`config.mk`:
```
export PLATFORM = sky130hd
export DESIGN_NAME = linear_network_collect_seq_flat
export DESIGN_NICKNAME = d
export VERILOG_FILES = /design/src/rtl/linear_network_collect_seq_if.sv /design/src/rtl/linear_network_collect_seq.sv /design/src/flat_wrapper.sv
export SDC_FILE = /design/constraint.sdc
export NUM_CORES = 1
export LEC_CHECK = 0
export CAP_MARGIN = 20
export CORE_MARGIN = 8
export CORE_UTILIZATION = 40
export DETAILED_ROUTE_END_ITERATION = 10
export HOLD_SLACK_MARGIN = 0.03
export PLACE_DENSITY = 0.69
export SLEW_MARGIN = 20
export SYNTH_ARGS = -nofsm -noshare
export SYNTH_HDL_FRONTEND = slang
export SYNTH_SLANG_ARGS = --single-unit
```
`constraint.sdc`:
```
create_clock -name clk -period 10.4 [get_ports clk]
set_input_delay 1.56 -clock clk [delete_from_list [all_inputs] [get_ports clk]]
set_output_delay 1.56 -clock clk [all_outputs]
set_load 0.05 [all_outputs]
```
`src/rtl/linear_network_collect_seq_if.sv`:
```
// Handshake bundle for linear_network_collect_seq.
// PE side: i_en, i_valid, i_data_bus, o_ready.
// Sink side: o_valid, o_data_bus, o_src, i_ready.
// The environment takes the master modport and the collector takes the slave modport.
interface linear_network_collect_seq_if #(
   parameter int DATA_WIDTH = 32,
   parameter int NUM_NODE   = 4
);
   localparam int SRC_WIDTH = $clog2(NUM_NODE);

   logic                           i_en;
   logic [NUM_NODE-1:0]            i_valid;
   logic [DATA_WIDTH*NUM_NODE-1:0] i_data_bus;
   logic [NUM_NODE-1:0]            o_ready;
   logic                           o_valid;
   logic [DATA_WIDTH-1:0]          o_data_bus;
   logic [SRC_WIDTH-1:0]           o_src;
   logic                           i_ready;

   modport master (
      output i_en, i_valid, i_data_bus, i_ready,
      input  o_ready, o_valid, o_data_bus, o_src
   );

   modport slave (
      input  i_en, i_valid, i_data_bus, i_ready,
      output o_ready, o_valid, o_data_bus, o_src
   );
endinterface

```
`src/rtl/linear_network_collect_seq.sv`:
```
// Linear gather chain. NUM_NODE PEs inject flits tagged with their node id into a
// registered chain that drains toward node 0. Node 0 presents one flit per cycle to the sink.
// When the sink stalls, the whole chain stalls, but bubbles upstream of the stall still compact.
// Optional feature: define LINEAR_COLLECT_FAIR_EN to make each stage alternate between
// upstream and local traffic. Without it, upstream traffic always has priority, so a PE
// can starve.
module linear_network_collect_seq #(
   parameter int DATA_WIDTH = 32,
   parameter int NUM_NODE   = 4
) (
   input logic                         clk,
   input logic                         rst,
   linear_network_collect_seq_if.slave bus
);
   localparam int SRC_WIDTH = $clog2(NUM_NODE);

   logic [NUM_NODE-1:0]   v;
   logic [DATA_WIDTH-1:0] d    [NUM_NODE];
   logic [SRC_WIDTH-1:0]  s    [NUM_NODE];
   logic [DATA_WIDTH-1:0] d_up [NUM_NODE];
   logic [SRC_WIDTH-1:0]  s_up [NUM_NODE];

   logic [NUM_NODE-1:0]   v_up;
   logic [NUM_NODE-1:0]   drain;
   logic [NUM_NODE-1:0]   free;
   logic [NUM_NODE-1:0]   take_up;
   logic [NUM_NODE-1:0]   take_loc;
   logic [NUM_NODE-1:0]   ready_raw;
   logic                  pull;

`ifdef LINEAR_COLLECT_FAIR_EN
   // g[k] = 1 means the local PE gets the next turn at stage k.
   logic [NUM_NODE-1:0]   g;
`endif

   // View of the upstream neighbour of every stage. The last stage has no upstream neighbour.
   always_comb begin
      for (int k = 0; k < NUM_NODE - 1; k++) begin
         d_up[k] = d[k+1];
         s_up[k] = s[k+1];
      end
      d_up[NUM_NODE-1] = '0;
      s_up[NUM_NODE-1] = '0;
   end

   // Free/ready ripple from the sink upward: a stage can drain only if its downstream stage pulls.
   always_comb begin
      // NOTE: every output of this block gets a default first, so no path leaves one unassigned and no latch is inferred.
      v_up      = {1'b0, v[NUM_NODE-1:1]};
      drain     = '0;
      free      = '0;
      take_up   = '0;
      take_loc  = '0;
      ready_raw = '0;
      // NOTE: blocking assignments are needed here, because pull carries each stage's result into the next loop iteration.
      pull      = bus.i_ready;
      for (int k = 0; k < NUM_NODE; k++) begin
         drain[k] = bus.i_en & v[k] & pull;
         free[k]  = ~v[k] | drain[k];
`ifdef LINEAR_COLLECT_FAIR_EN
         take_up[k]   = bus.i_en & free[k] & v_up[k] & ~(g[k] & bus.i_valid[k]);
         ready_raw[k] = bus.i_en & free[k] & (~v_up[k] | g[k]);
`else
         take_up[k]   = bus.i_en & free[k] & v_up[k];
         ready_raw[k] = bus.i_en & free[k] & ~v_up[k];
`endif
         take_loc[k] = ready_raw[k] & bus.i_valid[k];
         pull        = take_up[k];
      end
   end

   // Slot registers: load from upstream, load from the local PE, or clear on drain.
   always_ff @(posedge clk or posedge rst) begin
      if (rst) begin
         v <= '0;
         // NOTE: payload slots are reset as well, so the output bus reads zero out of reset without any clock.
         for (int k = 0; k < NUM_NODE; k++) begin
            d[k] <= '0;
            s[k] <= '0;
         end
      end else begin
         for (int k = 0; k < NUM_NODE; k++) begin
            if (take_up[k]) begin
               v[k] <= 1'b1;
               d[k] <= d_up[k];
               s[k] <= s_up[k];
            end else if (take_loc[k]) begin
               v[k] <= 1'b1;
               d[k] <= bus.i_data_bus[k*DATA_WIDTH +: DATA_WIDTH];
               s[k] <= SRC_WIDTH'(k);
            end else if (drain[k]) begin
               v[k] <= 1'b0;
               d[k] <= '0;
               s[k] <= '0;
            end
         end
      end
   end

`ifdef LINEAR_COLLECT_FAIR_EN
   // Grant toggle: after upstream wins against a waiting PE, the PE gets the next turn.
   always_ff @(posedge clk or posedge rst) begin
      if (rst) begin
         g <= '0;
      end else begin
         for (int k = 0; k < NUM_NODE; k++) begin
            if (take_loc[k]) begin
               g[k] <= 1'b0;
            end else if (take_up[k] & bus.i_valid[k]) begin
               g[k] <= 1'b1;
            end
         end
      end
   end
`endif

   assign bus.o_ready    = ready_raw & ~{NUM_NODE{rst}};
   assign bus.o_valid    = bus.i_en & v[0];
   assign bus.o_data_bus = bus.o_valid ? d[0] : '0;
   assign bus.o_src      = bus.o_valid ? s[0] : '0;
endmodule
```
`src/flat_wrapper.sv`:
```
// flat-port wrapper written by rule: the top's interface ports become plain ports
module linear_network_collect_seq_flat 
#(
   parameter int DATA_WIDTH = 32,
   parameter int NUM_NODE   = 4
)
  (clk, rst, bus_i_en, bus_i_valid, bus_i_data_bus, bus_i_ready, bus_o_ready, bus_o_valid, bus_o_data_bus, bus_o_src);
  linear_network_collect_seq_if #(.DATA_WIDTH(DATA_WIDTH), .NUM_NODE(NUM_NODE)) bus_i ();
  input logic clk;
  input logic rst;
  input wire logic [$bits(bus_i.i_en)-1:0] bus_i_en;
  input wire logic [$bits(bus_i.i_valid)-1:0] bus_i_valid;
  input wire logic [$bits(bus_i.i_data_bus)-1:0] bus_i_data_bus;
  input wire logic [$bits(bus_i.i_ready)-1:0] bus_i_ready;
  output wire logic [$bits(bus_i.o_ready)-1:0] bus_o_ready;
  output wire logic [$bits(bus_i.o_valid)-1:0] bus_o_valid;
  output wire logic [$bits(bus_i.o_data_bus)-1:0] bus_o_data_bus;
  output wire logic [$bits(bus_i.o_src)-1:0] bus_o_src;
  assign bus_i.i_en = bus_i_en;
  assign bus_i.i_valid = bus_i_valid;
  assign bus_i.i_data_bus = bus_i_data_bus;
  assign bus_i.i_ready = bus_i_ready;
  assign bus_o_ready = bus_i.o_ready;
  assign bus_o_valid = bus_i.o_valid;
  assign bus_o_data_bus = bus_i.o_data_bus;
  assign bus_o_src = bus_i.o_src;
  linear_network_collect_seq #(.DATA_WIDTH(DATA_WIDTH), .NUM_NODE(NUM_NODE)) u_core (.clk(clk), .rst(rst), .bus(bus_i));
endmodule
```
==> results of run 1 <==
==> cell type report <==
class | count | area, um2
clock buffers | 25 | 505
multi-input cells | 271 | 2290
flip-flops and latches | 138 | 3450
fillers | 1274 | 6490
repair buffers | 187 | 1840
clock inverters | 7 | 87.6
well taps | 188 | 235
inverters | 35 | 136
==> placed cells by master (no fill, tap or decap), types with 2 or more instances in the layout <==
cell             netlist  routed
clkbuf_8               0       5
and3_1                38      38
a222oi_1              32      32
o21ai_0                3       3
nor3_1                 4       3
nand2b_1               2       2
a221o_1               32      32
o211ai_1               2       2
a21oi_1                3       3
buf_4                  0      13
clkinv_2               0       4
clkbuf_16              0      17
inv_1                 35      34
and2_1                33      33
a22o_1                69      69
and4b_1                2       2
nand2_1                9       9
clkdlybuf4s50_1        0     174
mux2_2                31      31
clkbuf_1              40       3
bufinv_16              0       2
dfrtp_1              138     138
==> worst paths after layout <==
path,start,endpoint,slack (ns)
worst max-delay path,bus_i_en,bus_o_ready[2],5.13
worst min-delay path,u_core.d[61],u_core.d[93],0.48
worst max register to register,u_core.v[0],u_core.d[67],7.59
worst min register to register,u_core.d[61],u_core.d[93],0.48
max in group asynchronous,rst,u_core.d[109],7.35
min in group asynchronous,rst,u_core.s[0],1.68
==> worst max-delay path, stage by stage <==
cell and delay [ns]:
clkdlybuf4s50_1 0.46, buf_4 0.41, nand2_1 0.24, nor3_1 0.19
clkdlybuf4s50_1 0.84
==> sequential cells by signal (all words and copies together), names as in the netlist <==
signal    flops
u_core.v      3
u_core.d    128
u_core.s      7
==> power by group through the flow <==
stage	Combinational (mW)	Sequential (mW)	Clock (mW)
CTS	0.331	0.712	0.607
floorplan	0.224	0.683	0
detailed placement	0.328	0.720	0
global placement	0.319	0.715	0
finish	0.328	0.713	0.596
global route	0.355	0.725	0.627
==> through the flow <==
stage               hold WS, ns  power [mW]
floorplan                 0.451       0.907
global placement          0.464        1.03
detailed placement        0.469        1.05
CTS                       0.483        1.65
global route              0.497        1.71
finish                    0.480        1.64
==> routing by layer <==
metal	vias to the layer above	wire length (um)	GRT usage (%)
met1	2422	7650	23.0
met3	29	1250	5.37
met5	-	0	0
met4	0	412	8.15
met2	216	8790	30.9
li1	2221	-	-
==> cells by family (layout without fill, tap and decap cells) <==
logic type             after synthesis  after routing  synth area share (%)
flip-flops                         138            138                  56.9
AND/OR/NAND/NOR                     93             93                  9.28
AO/OA/AOI/OAI                      146            146                  22.1
buffers and inverters               84            254                  5.79
multiplexers                        32             32                  5.94
==> impl_metrics.json, run 1 <==
{
  "numCtsBuffers": 17,
  "dieArea_um2": 19400,
  "worst_pin_slew_ns": 1.08,
  "setup_tns_ns": 0,
  "synthDistinctLibCells": 30,
  "critPathLaunchType": "input pin",
  "first_global_vias": 5173,
  "via_count": 4888,
  "dpl_cell_area_um2": 7950,
  "power_frac_comb_pct": 20.0,
  "post_cts_buffers": 0,
  "synth_top_area_share_pct": 56.9,
  "core-area_um2": 15000,
  "status": "finished, final reports clean",
  "synth_area_leader_cell": "dfrtp_1",
  "r2r_cells": 5,
  "drc": 0,
  "grt_max_degree": 75,
  "clockBufferDepth": 2,
  "wl_um": 18100,
  "h-tree-depth": 4,
  "clkTransAtPathRegs_ns": 0.05,
  "die_h_um": 139,
  "relSlewSlack_pct": 27.8,
  "worst_slack_ns": 5.13,
  "powerDensity_nw_per_um2": 192,
  "crit_path_max_fanout": 54,
  "finalNonFillerCells": 851,
  "arrival_ns": 3.71,
  "drtIter0Drc": 453,
  "min_period_ns": 5.27,
  "drive_gt1_share_pct": 11.9,
  "syn_inst": 493,
  "cts-root-buf": "clkbuf_16",
  "place_congestion": 0.859,
  "start_util_pct": 40.4,
  "io_pins": 175,
  "portBuffers": 174,
  "synth.most_common_cell": "dfrtp_1",
  "async_flop_share_pct": 100,
  "ys_dominant_reg_cell": "dfrtp_1",
  "cts_resized": 0,
  "cts_hold_buf": 0,
  "end_kind": "output port",
  "sw_frac_of_total_pct": 27.1,
  "grt-ovfl-total": 0,
  "slew_violations": 0,
  "drv_cap": 0,
  "ys_seq_elements": 138,
  "die_x_um": 139,
  "peakVddDrop_uv": 112,
  "power_leakage_nw": 4.07,
  "firstDrtPassIters": 5,
  "cts_tree": "done",
  "cts.sinks": 138,
  "period_share_pct": 50.6,
  "place_ws_ns": 5.16,
  "place_inst": 819,
  "netSwitchingPower_mw": 0.443,
  "insertion_delay_ns": 0.42,
  "seqPwrFrac_pct": 43.5,
  "grt_pass1_wl_um": 28700,
  "whs_path_depth": 2,
  "routedWlPerCell_um": 21.3,
  "required_ns": 8.84,
  "viasPerCell": 5.74,
  "antenna_found_initial": 0,
  "hp-class": "flip-flop to flip-flop",
  "finish.utilization_pct": 56.9,
  "syn_to_final_growth_pct": 40.8,
  "synth_edf_count": 0,
  "p_int_mw": 1.19,
  "synth-seq-area-share_pct": 56.9,
  "fin_nets": 786,
  "ant_nets": 0,
  "yosysWarnings": 0,
  "fin_skew_ns": 0.00822,
  "dp_hpwl_um": 13000,
  "criticalPathCategory": "input pin to output port",
  "synth_nets": 629,
  "clockPowerShare_pct": 36.4,
  "row_count": 45,
  "grt_use_total_pct": 18.9,
  "postSynthAreaPerCell_um2": 12.3,
  "finalHoldViolations": 0,
  "synth_common_cells": "dfrtp_1 (138), a22o_1 (69), clkbuf_1 (40)",
  "syn-cell-area_um2": 6070,
  "n_antenna_cell": 0,
  "ys_top_cells_by_area": "dfrtp_1 (57%), a22o_1 (10%), mux2_2 (5.8%), a221o_1 (5.3%), a222oi_1 (5.3%)",
  "clock.fmax_mhz": 190,
  "setup_viol": 0,
  "fin_area_um2": 8550,
  "rsz0062_at_grt": "false"
}
Power figures use the tool's default switching activity.
==> inputs of run 2 (changes only) <==
==> constraint.sdc (replaced) <==
create_clock -name clk -period 5.1 [get_ports clk]
set_input_delay 0.765 -clock clk [delete_from_list [all_inputs] [get_ports clk]]
set_output_delay 0.765 -clock clk [all_outputs]
set_load 0.05 [all_outputs]
==> impl_metrics.json, run 2 (synthesis gave the netlist of run 1 again) <==
{
  "clockBufferDepth": 2,
  "routedWlPerCell_um": 21.6,
  "h-tree-depth": 4,
  "drv_cap": 0,
  "drive_gt1_share_pct": 12.5,
  "drc": 0,
  "viasPerCell": 5.72,
  "use_met2_pct": 31.4,
  "grt_use_total_pct": 19.2,
  "wl_um": 18500,
  "via_count": 4883,
  "crit_path_max_fanout": 29,
  "largestRegisters": "u_core.d x128, u_core.s x7, u_core.v x3",
  "p_total_mw": 3.49,
  "ant_nets": 0,
  "seqPwrFrac_pct": 41.6,
  "busiest_layer": "met2",
  "die_h_um": 139,
  "period_share_pct": 79.2,
  "start_util_pct": 40.4,
  "sw_frac_of_total_pct": 26.9,
  "drtIter0Drc": 501,
  "insertion_delay_ns": 0.41,
  "first_global_vias": 5277,
  "post_cts_buffers": 0,
  "cts_tree": "done",
  "arrival_ns": 3.27,
  "dp_hpwl_um": 13200,
  "grt_pass1_wl_um": 29100,
  "grtUsageMet1_pct": 24.0,
  "netSwitchingPower_mw": 0.939,
  "firstDrtPassIters": 7,
  "worst_pin_slew_ns": 1.04,
  "io_pins": 175,
  "final_cell_mix": "clkdlybuf4s50_1 (174), dfrtp_1 (138), a22o_1 (69)",
  "fin_skew_ns": 0.00973,
  "grt_max_degree": 75,
  "core-area_um2": 15000,
  "clock.fmax_mhz": 248,
  "grt-ovfl-total": 0,
  "top_register": "u_core.d",
  "finalHoldViolations": 0,
  "cts_hold_buf": 0,
  "nFillCells": 1217,
  "setup_tns_ns": 0,
  "peakVddDrop_uv": 227,
  "criticalPathCategory": "input pin to output port",
  "dieArea_um2": 19400,
  "final_common_cell": "clkdlybuf4s50_1",
  "cts.sinks": 138,
  "hp-class": "flip-flop to flip-flop",
  "slew_violations": 0,
  "critPathLaunchType": "input pin",
  "p_int_mw": 2.55,
  "cts-root-buf": "clkbuf_16",
  "portBuffers": 174,
  "clkTransAtPathRegs_ns": 0.06,
  "die_x_um": 139,
  "grt.met3_usage_pct": 5.06,
  "relSlewSlack_pct": 30.6,
  "powerDensity_nw_per_um2": 405,
  "setup_viol": 0,
  "status": "finished, final reports clean",
  "rsz0062_at_grt": "false",
  "fin_nets": 787,
  "numCtsBuffers": 17,
  "place_congestion": 0.860,
  "min_period_ns": 4.04,
  "end_kind": "output port",
  "antenna_found_initial": 2,
  "power_frac_comb_pct": 19.3,
  "power_leakage_nw": 4.10,
  "cts_resized": 0,
  "syn_to_final_growth_pct": 42.2,
  "row_count": 45,
  "clockPowerShare_pct": 39.1,
  "required_ns": 4.34,
  "largest_reg_flops": 128
}
## run 2: layout make-up
type / instances / area (um2) / share of cell area, %
antenna: 2 / 5.00 / 0.0580
clock buffer: 19 / 453 / 5.25
clock inverter: 13 / 214 / 2.48
inverter: 35 / 135 / 1.57
multi-input combinational: 271 / 2290 / 26.5
sequential: 138 / 3450 / 40.0
tap: 188 / 235 / 2.73
timing repair buffer: 188 / 1850 / 21.4
## run 2: final timing paths
path                                   start            end  slack, ns  cells past startpoint
worst max-delay path                bus_i_en    bus_o_valid       1.06                      4
worst min-delay path            u_core.d[55]   u_core.d[87]       0.49                      2
worst max register to register   u_core.v[0]   u_core.d[40]       2.33                      5
worst min register to register  u_core.d[55]   u_core.d[87]       0.49                      2
max in group asynchronous                rst   u_core.d[36]       2.58                      4
min in group asynchronous                rst  u_core.d[127]       1.09                      3
## run 2: power by group through the flow
stage          clock network [mW]  logic, mW  registers, mW
6_report                     1.37      0.673           1.45
5_1_grt                      1.44      0.728           1.48
4_1_cts                      1.39      0.682           1.45
3_5_place_dp                    0      0.675           1.47
3_3_place_gp                    0      0.653           1.46
2_1_floorplan                   0      0.457           1.39
## run 2: metal layers
layer  up-vias  routed length, um
met5         -                  0
met4         0                352
met3        20               1140
met2       194               8980
met1      2451               8010
li1       2218                  -
## run 2: critical path: stages
cell and delay [ns]:
clkdlybuf4s50_1 1.02, buf_4 0.40, and2_1 0.24, clkdlybuf4s50_1 0.83
## run 2: per-stage QoR
| stage | hold WS [ns] | utilization, % | cells | instance area [um2] | setup slack [ns] |
|---|---|---|---|---|---|
| after floorplan | 0.451 | - | 493 | 6070 | 0.926 |
| final | 0.487 | 57.4 | 854 | 8630 | 1.06 |
| after global routing | 0.506 | 57.4 | 854 | 8630 | 0.963 |
| after CTS | 0.488 | 57.4 | 852 | 8630 | 1.07 |
| after detailed placement | 0.471 | 53.0 | 820 | 7960 | 1.07 |
| after global placement | 0.464 | 53.0 | 820 | 7960 | 1.12 |
